<file path="src/rtl/freq_meter.sv">
// Frequency meter: counts synchronized rising edges of sig_in over a fixed
// gate window of GATE_CYCLES system clocks and reports the count with a
// one-cycle valid strobe. Single-shot on start, back-to-back gates while
// continuous is held high.
// Optional duty measurement: define FREQ_METER_DUTY_EN to count gate cycles
// with the synchronized input high and report them on high_count. Without it
// high_count is tied to zero.
module freq_meter #(
  parameter int unsigned GATE_CYCLES = 50000000,
  parameter int unsigned COUNT_W     = 27,
  parameter int unsigned SYNC_STAGES = 2,
  localparam int unsigned GATE_W     = $clog2(GATE_CYCLES + 1)
) (
  input  logic               clock,
  input  logic               reset_n,
  input  logic               sig_in,
  input  logic               start,
  input  logic               continuous,
  output logic [COUNT_W-1:0] freq_count,
  output logic               valid,
  output logic               busy,
  output logic               overflow,
  output logic [GATE_W-1:0]  high_count
);

  typedef enum logic [1:0] {StIdle, StGate, StDone} state_t;

  state_t                 state;
  logic [SYNC_STAGES-1:0] sync_q;
  logic                   sig_s;
  logic                   sig_d;
  logic                   rise;
  logic [GATE_W-1:0]      gate_cnt;
  logic [COUNT_W-1:0]     edge_cnt;
  logic                   ovf_int;
  logic                   gate_last;
  logic                   gate_open;

  // Bring sig_in into the clock domain and keep one cycle of history.
  always_ff @(posedge clock or negedge reset_n) begin
    if (!reset_n) begin
      sync_q <= '0;
      sig_d  <= 1'b0;
    end else begin
      sync_q <= {sync_q[SYNC_STAGES-2:0], sig_in};
      sig_d  <= sig_s;
    end
  end

  // Edge detect, gate end and gate-open decode.
  always_comb begin
    sig_s     = sync_q[SYNC_STAGES-1];
    rise      = sig_s & ~sig_d;
    gate_last = (gate_cnt == GATE_W'(GATE_CYCLES - 1));
    gate_open = ((state == StIdle) && (start || continuous)) ||
                ((state == StDone) && continuous);
  end

  // Measurement FSM with registered outputs.
  always_ff @(posedge clock or negedge reset_n) begin
    if (!reset_n) begin
      state      <= StIdle;
      gate_cnt   <= '0;
      edge_cnt   <= '0;
      ovf_int    <= 1'b0;
      freq_count <= '0;
      overflow   <= 1'b0;
      valid      <= 1'b0;
      busy       <= 1'b0;
    end else begin
      valid <= 1'b0;
      unique case (state)
        StIdle: begin
          if (gate_open) begin
            state    <= StGate;
            gate_cnt <= '0;
            edge_cnt <= '0;
            ovf_int  <= 1'b0;
            busy     <= 1'b1;
          end
        end
        StGate: begin
          gate_cnt <= gate_cnt + GATE_W'(1);
          if (rise) begin
            // Saturate rather than wrap so a too-fast input is flagged.
            if (&edge_cnt) ovf_int  <= 1'b1;
            else           edge_cnt <= edge_cnt + COUNT_W'(1);
          end
          if (gate_last) state <= StDone;
        end
        StDone: begin
          freq_count <= edge_cnt;
          overflow   <= ovf_int;
          valid      <= 1'b1;
          if (gate_open) begin
            // Back-to-back gate; this DONE cycle is the single dead cycle.
            state    <= StGate;
            gate_cnt <= '0;
            edge_cnt <= '0;
            ovf_int  <= 1'b0;
          end else begin
            state <= StIdle;
            busy  <= 1'b0;
          end
        end
        default: begin
          state <= StIdle;
          busy  <= 1'b0;
        end
      endcase
    end
  end

`ifdef FREQ_METER_DUTY_EN
  logic [GATE_W-1:0] high_cnt;

  // Count gate cycles with the input high; latch alongside freq_count.
  always_ff @(posedge clock or negedge reset_n) begin
    if (!reset_n) begin
      high_cnt   <= '0;
      high_count <= '0;
    end else begin
      if (gate_open) begin
        high_cnt <= '0;
      end else if ((state == StGate) && sig_s) begin
        high_cnt <= high_cnt + GATE_W'(1);
      end
      if (state == StDone) high_count <= high_cnt;
    end
  end
`else
  assign high_count = '0;
`endif

endmodule

</file>
<file path="config.mk">
export PLATFORM = sky130hd
export DESIGN_NAME = freq_meter
export DESIGN_NICKNAME = d
export VERILOG_FILES = /design/src/rtl/freq_meter.sv
export SDC_FILE = /design/constraint.sdc
export NUM_CORES = 1
export LEC_CHECK = 0
export CORE_MARGIN = 3
export CORE_UTILIZATION = 40
export CTS_CLUSTER_SIZE = 40
export DETAILED_ROUTE_END_ITERATION = 8
export PLACE_DENSITY = 0.7
export SLEW_MARGIN = 20
export SYNTH_ARGS = -nofsm -noshare
export SYNTH_HDL_FRONTEND = slang
export SYNTH_SLANG_ARGS = --single-unit
</file>
<file path="constraint.sdc">
create_clock -name clock -period 2.85 [get_ports clock]
set_input_delay 0.285 -clock clock [delete_from_list [all_inputs] [get_ports clock]]
set_output_delay 0.285 -clock clock [all_outputs]
set_load 0.02 [all_outputs]
</file>
==> summary by stage <==
Status
The flow ran to the end, and the final reports show no timing, DRC or antenna violations.

Floorplanning
The vertical extent of the die is between 100 and 150 um. The total core area is 10900 um2. The initial utilization of the core area, before any placement, comes to between 40% and 50%. From left edge to right edge, the die measures 112 um. The full die area is 12600 um2. The number of ports placed on the die boundary is 61. The number of placement rows is 38.

Placement
Summing all placed instances gives a cell area of 4920 um2. The worst setup slack before clock tree synthesis is about 0.56 ns. The number of buffers added on ports is 34. Once detailed placement completed, the half-perimeter wirelength came to ~6.6 mm. In this run, placement finished with an instance count of 607. The final weighted congestion in routability-driven placement is approximately 0.85.

CTS
Post-CTS timing repair inserted 0 buffers for setup. The maximum number of buffers from clock root to sink is 2. The clock insertion delay at the later pin of the skew report is 0.33 ns.

Counting the buffers created by CTS gives 9. The clock slew at the register clock pins of the worst setup and hold paths is 0.06 ns. The number of gates resized after CTS was 0.

The clock net in this run drives a total of 89 sinks. After clock tree synthesis, the flow added hold-fix buffers numbering 1. The root buffer cell chosen for the clock tree is clkbuf_16. The H-tree was split into 3 levels. The CTS tree is done.

Timing
The measured slew at the worst slew-check pin is 0.576 ns. The final critical path takes up 80.6% of the cycle. The setup TNS after final layout is 0 ns. The number of max-slew violations in the final report was 0. In this run the tightest slew margin relative to its limit is 61.6%. The final critical-path required period is 2.30 ns. The maximum operating frequency is 435 MHz. For the final database, setup skew stands at 0.00649 ns.

Setup repair after global routing left no endpoint under its margin. Setup violations remaining at the end of the flow were counted as 0. Once routing completed, OpenROAD measured the worst setup slack at 0.552 ns. The final-report hold violation count is 0.

Job
Max-cap violations in this run came to 0.

Final layout
The post-route cell area is 5220 um2. The share of cells above drive strength 1 is 14.0%. The net total in the final layout is slightly below 500. The final antenna diode count is 0. Relative to the synthesized area, the layout overhead comes to 15.3%.

Excluding fillers, the count of instances in the completed layout stands at between 600 and 700.

Logic synthesis
After synthesis the cells add up to 4530 um2. The compound-gate portion of the synthesized area is around 13%. Summing the areas of all xor and xnor instances in the mapped netlist gives 0.967% of the synthesized area. The instance count of the mapped netlist is 446. After Yosys synthesis, and, or, nand and nor cells account for between 20% and 30% of the synthesized area. After synthesis, the largest family of logic cells by area is simple AND/OR/NAND/NOR gates.

Synthesis inferred 89 register bits. Yosys printed 0 warnings. The number of different library cells used by synthesis comes to 53.

The post-synthesis adder-cell area fraction is 0.552%. In the synthesized netlist, mux cells make up 8.31% of the area. Of the synthesized area, sequential elements account for roughly half. The async set-reset flop share out of synthesis is 100%. Each instance of the synthesized netlist takes up on average 10.2 um2. In the synthesized netlist the dominant register cell turns out to be dfrtp_1.

The number of enable-type register cells in the synthesized netlist is 0.

Worst setup path
Together, buffers and inverters on the worst path number 1. The endpoint arrival time on the critical path is around 2.5 ns. The worst setup path is captured at a flop. Along the worst path, the maximum fanout reaches 20. The critical path goes through ha_1 -> and4_1 -> nand4_1 -> nor3_1 -> buf_4 -> nor4b_1 -> a211o_1. The critical path runs through a total of 7 cells. The kind of cell with the highest combined delay along the critical path is simple AND/OR/NAND/NOR gates.

The worst setup path endpoint is edge_cnt[22]$_DFFE_PN0P_. For this run, the slowest stage of the critical path takes around 0.40 ns. The slowest stage of the critical path belongs to the cell dfrtp_1. For flop-to-flop paths, the worst setup slack is 0.55 ns. Measured in cells, the most critical reg-to-reg path has a length of 7.

The timing startpoint of the critical path is edge_cnt[0]$_DFFE_PN0P_. The startpoint of the worst-slack reg-to-reg timing path is edge_cnt[0]$_DFFE_PN0P_. The worst setup path is of the reg -> reg kind.

The capture point of the worst reg-to-reg path is edge_cnt[22]$_DFFE_PN0P_. The worst setup path is launched from a flop. Data on the critical path is required at its endpoint by 3.07 ns.

Drt
For this run, design rule violations remaining after detail routing come to 0. For this block, the via count after detailed routing is 3437. In the routed layout, each cell is associated on average with a via count of 5.51. The remaining antenna violation count is 0.

The detailed-route wire length per cell is roughly 15 um. In this run, the number of DRC markers left after iteration 0 of detailed routing was 149. The detailed-route wire length is 9.43 mm. Before antenna repair, the detailed router went through 4 iterations.

Global route
The number of antenna violations at the first check in global routing is 0. The global-route total usage across every layer is 15.4%. After global routing the overflow that remains totals 0. Entering global routing, the biggest net connects 46 pins. The first global-routing pass estimated 15.9 mm of wire.

The via count of the first global-routing pass is 3270.

Power and ir drop
In this run the static leakage power is 2.34 nW. The power per standard cell area is 594 nW/um2. VDD sags by at most 0.264 mV.

Hold path
The type of the worst min-delay path is reg -> reg. The cell depth of the worst min-delay path is 0.
## per-layer routing
layer  wire length [um]  GRT usage (%)  vias to the layer above
li1                   -              -                     1652
met1               4110           19.8                     1695
met2               4830           26.1                       80
met3                393           3.94                       10
met4                103           3.77                        0
met5                  0              0                        -
## area by class of cell
type / count / area, um2
inverter: 7 / 26.3
timing repair buffer: 47 / 438
clock buffer: 10 / 229
clock inverter: 6 / 67.6
sequential: 89 / 2230
multi-input combinational: 325 / 2060
fill: 1032 / 5710
tap: 140 / 175
## power by group
| group | total [mW] | internal, mW | switching (mW) |
|---|---|---|---|
| combinational | 0.509 | 0.202 | 0.307 |
| sequential | 1.43 | 1.33 | 0.0981 |
| clock | 1.17 | 0.682 | 0.483 |
| total | 3.10 | 2.21 | 0.888 |
## registers in the layout, summed over array words and instances, names as in the netlist
| name | count |
|---|---|
| sync_q | 2 |
| ovf_int | 1 |
| state | 2 |
| edge_cnt | 27 |
| gate_cnt | 26 |
| freq_count | 27 |
| busy | 1 |
| valid | 1 |
| sig_d | 1 |
| overflow | 1 |
## kinds of logic (layout without fill, tap and decap cells)
group,after synthesis,in the layout
DFF,89,89
muxes,34,34
and+or+nand+nor,172,172
adders and majority gates,2,2
xor gates and xnor gates,5,5
buffers and inverters,57,70
AOI/OAI and AO/OA,86,86
other,1,26
## cells in the mapped netlist (2+ instances only)
cell / n / area (um2)
dfrtp_1: 89 / 2230
nand2_1: 39 / 146
o21ai_0: 35 / 175
nand3_1: 31 / 155
mux2_2: 29 / 327
buf_4: 27 / 203
nor2_1: 21 / 78.8
clkbuf_1: 13 / 48.8
nand4_1: 10 / 62.6
nor3_1: 10 / 50.1
nand3b_1: 9 / 67.6
o211ai_1: 9 / 67.6
a22o_1: 7 / 61.3
and3_1: 7 / 43.8
inv_1: 7 / 26.3
nand2b_1: 7 / 43.8
o31ai_1: 7 / 52.6
a21oi_1: 6 / 30.0
and4_1: 6 / 52.6
nor4_1: 6 / 37.5
o221ai_1: 6 / 52.6
buf_2: 5 / 25.0
mux2i_1: 5 / 50.1
or3_1: 5 / 31.3
a211o_1: 4 / 35.0
or4_1: 4 / 30.0
and2_1: 3 / 18.8
buf_1: 3 / 11.3
or2_2: 3 / 18.8
xor2_1: 3 / 26.3
a31oi_1: 2 / 12.5
buf_6: 2 / 22.5
ha_1: 2 / 25.0
nor2b_1: 2 / 12.5
o311ai_0: 2 / 17.5
o41ai_1: 2 / 17.5
xnor2_1: 2 / 17.5
## worst min-delay path by stage
stage	end	from	slack, ns
floorplan	busy$_DFFE_PN0P_	reset_n	-0.01
global placement	freq_count[11]$_DFFE_PN0P_	reset_n	0.32
detailed placement	freq_count[11]$_DFFE_PN0P_	reset_n	0.33
CTS	sync_q[1]$_DFF_PN0_	sync_q[0]$_DFF_PN0_	0.35
global route	sync_q[1]$_DFF_PN0_	sync_q[0]$_DFF_PN0_	0.37
finish	sync_q[1]$_DFF_PN0_	sync_q[0]$_DFF_PN0_	0.35
## cells in the final DEF, fill, tap and decap left out, types with 4 or more instances in the layout
cell type and instances:
nand2_1 39, dfrtp_1 89, a21oi_1 6, buf_4 13, mux2i_1 5, and4_1 6
and3_1 7, clkdlybuf4s50_1 33, o211ai_1 9, nand4_1 10, or3_1 5, conb_1 26
or4_1 4, nand2b_1 7, o21ai_0 35, o31ai_1 7, a211o_1 4, nand3b_1 9
nor3_1 10, inv_1 7, nor2_1 21, clkbuf_16 9, a22o_1 7, nor4_1 6
nand3_1 31, o221ai_1 6, mux2_2 29
## per-stage QoR
| stage | power (mW) | hold slack, ns | util [%] |
|---|---|---|---|
| global placement | 1.94 | 0.321 | 45.0 |
| CTS | 3.14 | 0.349 | 47.8 |
| finish | 3.10 | 0.348 | 47.8 |
| global route | 3.28 | 0.367 | 47.8 |
| detailed placement | 1.96 | 0.335 | 45.0 |
| floorplan | 1.84 | -0.0106 | - |
Power figures use the tool's default switching activity.
